--- src/rtl/qpu_ir_issue_fifo_pkg.sv ---
// Shared widths and field positions for the QPU instruction-register issue FIFO.
// The values mirror the QPU_INSTR_SIZE, QPU_PC_SIZE and QPU_RFIDX_REAL_WIDTH defines.
package qpu_ir_issue_fifo_pkg;
  localparam int QPU_INSTR_SIZE       = 32;
  localparam int QPU_PC_SIZE          = 32;
  localparam int QPU_RFIDX_REAL_WIDTH = 5;
  localparam int QPU_RS1_LSB          = 15;
  localparam int QPU_RS2_LSB          = 20;
  localparam int QPU_IR_FIFO_DEPTH    = 4;
endpackage

--- src/rtl/qpu_ir_predec.sv ---
// Combinational extraction of the rs1/rs2 register indices from an instruction word.
// It can stand in for the minidec rs-index path.
module qpu_ir_predec
  import qpu_ir_issue_fifo_pkg::*;
#(
  parameter int INSTR_W = QPU_INSTR_SIZE,
  parameter int RFIDX_W = QPU_RFIDX_REAL_WIDTH,
  parameter int RS1_LSB = QPU_RS1_LSB,
  parameter int RS2_LSB = QPU_RS2_LSB
) (
  input  logic [INSTR_W-1:0] instr,
  output logic [RFIDX_W-1:0] rs1idx,
  output logic [RFIDX_W-1:0] rs2idx
);
  // Only the two index fields matter here; the rest of the word is deliberately ignored.
  logic unused_instr_bits;
  assign unused_instr_bits = ^instr;

  assign rs1idx = instr[RS1_LSB +: RFIDX_W];
  assign rs2idx = instr[RS2_LSB +: RFIDX_W];
endmodule

--- src/rtl/qpu_ir_issue_fifo.sv ---
// Instruction-register stage between IFU and EXU: a DEPTH-entry FIFO of {instr, pc, prdt_taken}
// with valid/ready on both sides, pipeline flush, and rs1/rs2 predecode of the head entry.
module qpu_ir_issue_fifo
  import qpu_ir_issue_fifo_pkg::*;
#(
  parameter int INSTR_W = QPU_INSTR_SIZE,
  parameter int PC_W    = QPU_PC_SIZE,
  parameter int RFIDX_W = QPU_RFIDX_REAL_WIDTH,
  parameter int RS1_LSB = QPU_RS1_LSB,
  parameter int RS2_LSB = QPU_RS2_LSB,
  parameter int DEPTH   = QPU_IR_FIFO_DEPTH
) (
  input  logic                     clk,
  input  logic                     rst,
  input  logic                     i_valid,
  output logic                     i_ready,
  input  logic [INSTR_W-1:0]       i_ir,
  input  logic [PC_W-1:0]          i_pc,
  input  logic                     i_prdt_taken,
  output logic                     o_valid,
  input  logic                     o_ready,
  output logic [INSTR_W-1:0]       o_ir,
  output logic [PC_W-1:0]          o_pc,
  output logic                     o_prdt_taken,
  output logic [RFIDX_W-1:0]       o_rs1idx,
  output logic [RFIDX_W-1:0]       o_rs2idx,
  input  logic                     flush,
  output logic [$clog2(DEPTH):0]   o_count
);
  localparam int AW = $clog2(DEPTH);

  logic [AW:0]         wr_ptr;
  logic [AW:0]         rd_ptr;
  logic [INSTR_W-1:0]  ir_mem [DEPTH];
  logic [PC_W-1:0]     pc_mem [DEPTH];
  logic [DEPTH-1:0]    tk_mem;

  logic full;
  logic empty;
  logic push;
  logic pop;
  logic [AW-1:0] wr_idx;
  logic [AW-1:0] rd_idx;

  assign wr_idx = wr_ptr[AW-1:0];
  assign rd_idx = rd_ptr[AW-1:0];
  assign full   = (wr_idx == rd_idx) && (wr_ptr[AW] != rd_ptr[AW]);
  assign empty  = (wr_ptr == rd_ptr);
  assign push   = i_valid && !full;
  assign pop    = o_ready && !empty;

  // Flush outranks both push and pop: the pointers collapse to zero and any coincident transfer is lost.
  always_ff @(posedge clk or posedge rst) begin
    if (rst) begin
      wr_ptr <= '0;
      rd_ptr <= '0;
    end else if (flush) begin
      wr_ptr <= '0;
      rd_ptr <= '0;
    end else begin
      if (push) wr_ptr <= wr_ptr + 1'b1;
      if (pop)  rd_ptr <= rd_ptr + 1'b1;
    end
  end

  // Storage carries no reset; a slot is only observable once the write pointer has passed it.
  always_ff @(posedge clk) begin
    if (push && !flush) begin
      ir_mem[wr_idx] <= i_ir;
      pc_mem[wr_idx] <= i_pc;
      tk_mem[wr_idx] <= i_prdt_taken;
    end
  end

  assign i_ready      = !full;
  assign o_valid      = !empty;
  assign o_count      = wr_ptr - rd_ptr;
  assign o_ir         = empty ? '0   : ir_mem[rd_idx];
  assign o_pc         = empty ? '0   : pc_mem[rd_idx];
  assign o_prdt_taken = empty ? 1'b0 : tk_mem[rd_idx];

  qpu_ir_predec #(
    .INSTR_W (INSTR_W),
    .RFIDX_W (RFIDX_W),
    .RS1_LSB (RS1_LSB),
    .RS2_LSB (RS2_LSB)
  ) u_predec (
    .instr  (o_ir),
    .rs1idx (o_rs1idx),
    .rs2idx (o_rs2idx)
  );
endmodule

--- config.mk ---
export PLATFORM = sky130hd
export DESIGN_NAME = qpu_ir_issue_fifo
export DESIGN_NICKNAME = d
export VERILOG_FILES = /design/src/rtl/qpu_ir_issue_fifo_pkg.sv /design/src/rtl/qpu_ir_predec.sv /design/src/rtl/qpu_ir_issue_fifo.sv
export SDC_FILE = /design/constraint.sdc
export NUM_CORES = 1
export LEC_CHECK = 0
export CAP_MARGIN = 0
export CORE_MARGIN = 2
export CORE_UTILIZATION = 50
export DETAILED_ROUTE_END_ITERATION = 8
export HOLD_SLACK_MARGIN = 0.02
export PLACE_DENSITY_LB_ADDON = 0.1
export SLEW_MARGIN = 20
export SYNTH_ARGS = -nofsm -noshare
export SYNTH_HDL_FRONTEND = slang
export SYNTH_SLANG_ARGS = --single-unit
--- constraint.sdc ---
create_clock -name clk -period 6.4 [get_ports clk]
set_clock_uncertainty 0.1 [all_clocks]
set_input_delay 1.28 -clock clk [delete_from_list [all_inputs] [get_ports clk]]
set_output_delay 1.28 -clock clk [all_outputs]
set_load 0.005 [all_outputs]
Word level (Yosys, flattened, before mapping)
Memory sizes are Yosys's and may differ from the RTL's.
Index checks and enable logic that the tools add are counted.
- bits in registers: 10
- latch bits: 0
- RAM bits: 256
- memory bits (read-only): 0
- input port bits: 70
- memories: 2
- add/sub/neg operators: 3
- multipliers: 0
- divide/modulo/power cells: 0
- $lt $le $gt $ge: 3
- equal/unequal tests: 3
- shift-type cells: 0
- muxes and demuxes: 14
- bitwise logic cells: 0
- reductions and logical operators: 10
- memories (memory ; words ; width ; rd ports ; clocked after Yosys merged registers in ; wr ports ; line ; source):
    ir_mem ; 4 ; 32 ; 1 ; 0 ; 1 ; qpu_ir_issue_fifo.sv:34 ; logic [INSTR_W-1:0] ir_mem [DEPTH];
    pc_mem ; 4 ; 32 ; 1 ; 0 ; 1 ; qpu_ir_issue_fifo.sv:35 ; logic [PC_W-1:0] pc_mem [DEPTH];
- operators with widths (operator ; number):
    32-bit two-way mux ; 2
    3-bit two-way mux ; 4
    3-bit by 1-bit adder with 3-bit output, second input constant ; 2
    2-bit by 3-bit < comparator with 1-bit output, second input constant ; 2
    1-bit logical AND ; 5
    1-bit two-way mux ; 5
    4-bit bitwise mux ; 1
    2-bit nonzero test ; 2
    3-bit == test ; 1
    1-bit logical NOT ; 3
    3-bit subtractor ; 1
    1-bit binary-select mux with 2-bit select ; 1
    1-bit demux with 2-bit select ; 1
    2-bit == test ; 1
    2-bit by 1-bit >= comparator with 1-bit output, second input constant ; 1
    1-bit inequality test ; 1

Depth between registers and ports, before layout
- word-level depth: 7
- mapped depth: 9
- gate-level depth less buffers: 5

Cells and area by module
Synthesis repeated with hierarchy kept, for this count alone.
- cell total of the unflattened synthesis: 487
- area, all modules: 10486.3 um2
- modules (own cells, without submodules) (module ; times used ; cells an instance ; area an instance (um2) ; sequential area each (um2)):
    qpu_ir_issue_fifo ; 1 ; 477 ; 10411.2 ; 7957.6
    qpu_ir_predec ; 1 ; 10 ; 75.1 ; 0.0

Worst setup path before layout
No wires, ideal clock.
- path kind: reg2reg
- from: reg rd_ptr[1]
- to: mem ir_mem[0][0] in the netlist's numbering (enable)
- data arrival time: 3121 ps
- required time: 5870 ps
- setup slack: 2749 ps
- cell stages (with the launch flop): 8
- buffers on the path: 2
- clock period less this slack: 3651 ps
- cell sequence: dfrtp_1 > buf_4 > buf_2 > inv_1 > ha_1 > nand2_1 > or2_2 > and3_1
- word-level cells in the longest chain between the ends: 7
- ends and longest elaborated chain (what ; line ; source):
    start, declared ; qpu_ir_issue_fifo.sv:33 ; logic [AW:0] rd_ptr;
    start signal, assigned ; qpu_ir_issue_fifo.sv:62 ; if (pop) rd_ptr <= rd_ptr + 1'b1;
    2-bit == test ; qpu_ir_issue_fifo.sv:47 ; assign full = (wr_idx == rd_idx) && (wr_ptr[AW] != rd_ptr[AW]);
    1-bit logical AND ; qpu_ir_issue_fifo.sv:47 ;
    1-bit logical NOT ; - ;
    named net i_ready ; qpu_ir_issue_fifo.sv:16 ; output logic i_ready,
    1-bit logical AND ; qpu_ir_issue_fifo.sv:49 ; assign push = i_valid && !full;
    1-bit logical AND ; qpu_ir_issue_fifo.sv:68 ; if (push && !flush) begin
    1-bit two-way mux ; qpu_ir_issue_fifo.sv:68 ;
    1-bit two-way mux (not written as such) ; qpu_ir_issue_fifo.sv:69 ; ir_mem[wr_idx] <= i_ir;
    end, declared ; qpu_ir_issue_fifo.sv:34 ;
The timed path passes the listed nets, and every way through them passes these cells.

Worst setup path in the final report
- from: reg rd_ptr[0]
- to: out o_rs1idx[2]
- word-level cells in the longest chain between the ends: 2
- ends and longest elaborated chain (what ; line ; source):
    memory read 4 x 32 bit or 3-bit == test (tied branches) ; - ;
    32-bit two-way mux * ; qpu_ir_issue_fifo.sv:78 ; assign o_ir = empty ? '0 : ir_mem[rd_idx];
    end, declared ; qpu_ir_issue_fifo.sv:25 ; output logic [RFIDX_W-1:0] o_rs1idx,
Every way passes the cells marked *; elsewhere a longest branch is shown, timed or not.

==> qor.yml <==
setup_path:
  setup_slack_of_the_worst_register_to_register_path_ns: 3.16
  reg2reg_from: "rd_ptr[0]$_DFFE_PP0P_"
  r2r_depth: 4
  critical_path.startpoint_type: "flop"
  startpoint: "rd_ptr[0]$_DFFE_PP0P_"
  reg2reg_to: "ir_mem[1][25]$_DFFE_PP_"
  endpoint_kind: "output pin"
  timing.critical_path.required_ns: 5.02
  timing_worst_setup_path_type: "flop to output pin"
  path_max_fanout: 37
  crit_path_end: "o_rs1idx[2]"
  arrival_ns: 3.58
sta:
  timing_max_transition_violations_final: 0
  post-route-min-period_ns: 4.96
  finalSetupViolCount: 0
  clock.fmax_mhz: 202
  rsz0062_at_grt: "false"
  tns_ns: 0
  layout_worst_path_cycle_share_pct: 77.5
  total_count_of_hold_check_failures_in_the_final_report: 0
  crit_path_setup_slack_layout_ns: 1.44
  timing_worst_slew_pin_value_ns: 1.05
  relSlewSlack_pct: 30.0
finish:
  n_antenna_cell: 0
  syn2layout_area_growth_pct: 23.2
  fin_util_pct: 63.2
  layout.cells.non_filler: 922
  drive_gt1_share_pct: 17.8
  finish.net_count: 711
  filler_cell_count_in_the_final_layout: 1453
synthesis:
  post_synth_num_cell_types: 32
  synth.largest_area_cell: "edfxtp_1"
  postSynthRegisterBits: 266
  synth.net_count: 565
  ys_top_cells_by_area: "edfxtp_1 (74%), mux4_2 (14%), and2_1 (3.9%)"
  synth-seq-area-share_pct: 75.9
  post_synth_instance_area_mm2: 0.0105
  synth_top_area_share_pct: 74.5
  synthesis.yosys.warnings: 0
  postSynthAreaPerCell_um2: 21.5
  synth_cells: 487
routing:
  detailroute.wirelength.met3_um: 1320
  wl_per_cell_um: 20.6
  dr.pass1.iters: 5
  post-route-drc-count: 0
  detail_route.wirelength.met1_um: 7490
  num_vias: 5054
  first_iter_violations: 282
  route.met2.wl_um: 9890
  top_signal_layer_used: "met5"
  vias_per_cell: 5.48
  drt-total-wl_um: 19000
  detail-route-antenna-nets: 0
placed_design:
  port_buffers: 149
  placed_cells: 875
  gp_routability_congestion: 0.695
  dp_worst_setup_slack_ns: 1.85
  dpl.hpwl_um: 10600
cts:
  cts_buffer_depth: 3
  cts_hold_repair.buffers: 0
  numCtsBuffers: 26
  clockRootBuffer: "clkbuf_16"
  cts_tree: "done"
  cts.repair_timing.setup_buffer_count: 0
  clkSlewWorstSetupHoldPaths_ns: 0.06
  cts_resized: 0
  clock_latency_ns: 0.52
  clock_tree.htree_level_count: 1
  clkSinkCount: 266
global_route:
  grt_pass1_wl_um: 29700
  grt_antenna_before_repair: 2
  first_global_vias: 5385
  pin_count_of_the_biggest_net_entering_global_routing: 69
  grt_use_total_pct: 17.9
  global_route.overflow_total: 0
power_and_ir_drop:
  cellInternalPower_w: 0.00435
  p_per_area_mw_per_mm2: 463
  power.leakage_nw: 4.10
  clock_power_share_pct: 23.3
  total_chip_power_w: 0.00599
  switchingPower_w: 0.00164
  p_sw_share_pct: 27.4
  peakVddDrop_mv: 0.414
  comb_power_share_pct: 40.1
  share_seq_of_total_power_pct: 36.6
floorplanning:
  fp.dieW_um: 149
  io_pins: 150
  floorplan.die_area_mm2: 0.0221
  initial_core_util_pct: 51.3
  die_h_um: 149
  coreArea_mm2: 0.0204
  fp-row-count: 52
run_status:
  result_of_the_run: "finished, final reports clean"
flow_run:
  drv_cap: 0
min_path:
  min-delay-path-class: "flop to flop"
## placed cells by master, fill, tap and decap left out, types with 5 or more instances in the layout
cell type,count
mux4_2,65
inv_1,6
ha_1,7
edfxtp_1,260
and2_1,65
clkinv_2,9
clkbuf_1,6
a31oi_1,5
clkdlybuf4s50_1,149
clkbuf_16,27
## final cells by class
| type | count | area [µm²] | area share [%] |
|---|---|---|---|
| Multi-Input combinational cell | 181 | 2290 | 17.7 |
| Inverter | 6 | 22.5 | 0.174 |
| Clock buffer | 33 | 698 | 5.40 |
| Clock inverter | 14 | 90.1 | 0.697 |
| Timing Repair Buffer | 152 | 1510 | 11.7 |
| Sequential cell | 266 | 7970 | 61.7 |
| Tap cell | 270 | 338 | 2.61 |
## cells in the mapped netlist, drive strengths merged
cell type    n
nor2b        2
or2          1
or3          2
mux2         1
or4          2
nor3b        2
o211ai       1
nand4        2
nand3b       2
mux4        65
or3b         1
nand2        4
nor2         2
clkbuf       8
inv          6
xnor2        2
ha           7
nand3        4
buf         26
and2        65
a31oi        5
o311ai       1
edfxtp     260
nand4b       4
fa           1
and3         4
nor3         1
dfrtp        6
## worst max-delay path, cell delays in order, from the launching register on
cell,delay (ns)
dfrtp_4,0.75
ha_1,0.52
nand3_2,0.64
buf_4,0.50
and2_1,0.20
clkdlybuf4s50_1,0.44
## layer usage
layer / vias to the layer above / global-route usage, %
met5: - / 0
met2: 152 / 32.1
met4: 4 / 4.00
met3: 28 / 3.98
li1: 2253 / -
met1: 2617 / 22.3
## sequential cells by signal, indices dropped and copies added, names as in the netlist
register,count
ir_mem,128
tk_mem,4
rd_ptr,3
pc_mem,128
wr_ptr,3
## cell families (layout without fill, tap and decap cells)
family | after synthesis | after routing | synth area share, %
DFF | 266 | 266 | 75.9
and+or+nand+nor | 98 | 98 | 5.83
muxes | 66 | 66 | 14.1
buffers and inverters | 40 | 205 | 2.49
AOI/OAI and AO/OA | 7 | 7 | 0.453
adders and majority gates | 8 | 8 | 1.03
xor gates and xnor gates | 2 | 2 | 0.239
## power by group through the flow
stage | clock [W] | sequential (W) | combinational, W
finish | 0.00140 | 0.00219 | 0.00240
global route | 0.00150 | 0.00221 | 0.00262
CTS | 0.00143 | 0.00220 | 0.00246
detailed placement | 0 | 0.00224 | 0.00245
global placement | 0 | 0.00222 | 0.00244
floorplan | 0 | 0.00216 | 0.00133
## through the flow
| step | cell area (µm²) | hold WS (ns) |
|---|---|---|
| 3_3_place_gp | 12100 | 0.508 |
| 6_report | 12900 | 0.553 |
| 4_1_cts | 12900 | 0.544 |
| 5_1_grt | 12900 | 0.573 |
| 2_1_floorplan | 10500 | 0.483 |
| 3_5_place_dp | 12100 | 0.539 |
## worst min-delay path by stage
stage	from	endpoint	slack (ns)	depth (start not counted)
5_1_grt	wr_ptr[2]$_DFFE_PP0P_	wr_ptr[2]$_DFFE_PP0P_	0.57	2
6_report	wr_ptr[2]$_DFFE_PP0P_	wr_ptr[2]$_DFFE_PP0P_	0.55	2
3_3_place_gp	wr_ptr[2]$_DFFE_PP0P_	wr_ptr[2]$_DFFE_PP0P_	0.51	2
4_1_cts	wr_ptr[2]$_DFFE_PP0P_	wr_ptr[2]$_DFFE_PP0P_	0.54	2
3_5_place_dp	wr_ptr[2]$_DFFE_PP0P_	wr_ptr[2]$_DFFE_PP0P_	0.54	2
2_1_floorplan	wr_ptr[2]$_DFFE_PP0P_	wr_ptr[2]$_DFFE_PP0P_	0.48	2
Note: power is estimated with default switching activity, not from simulation.
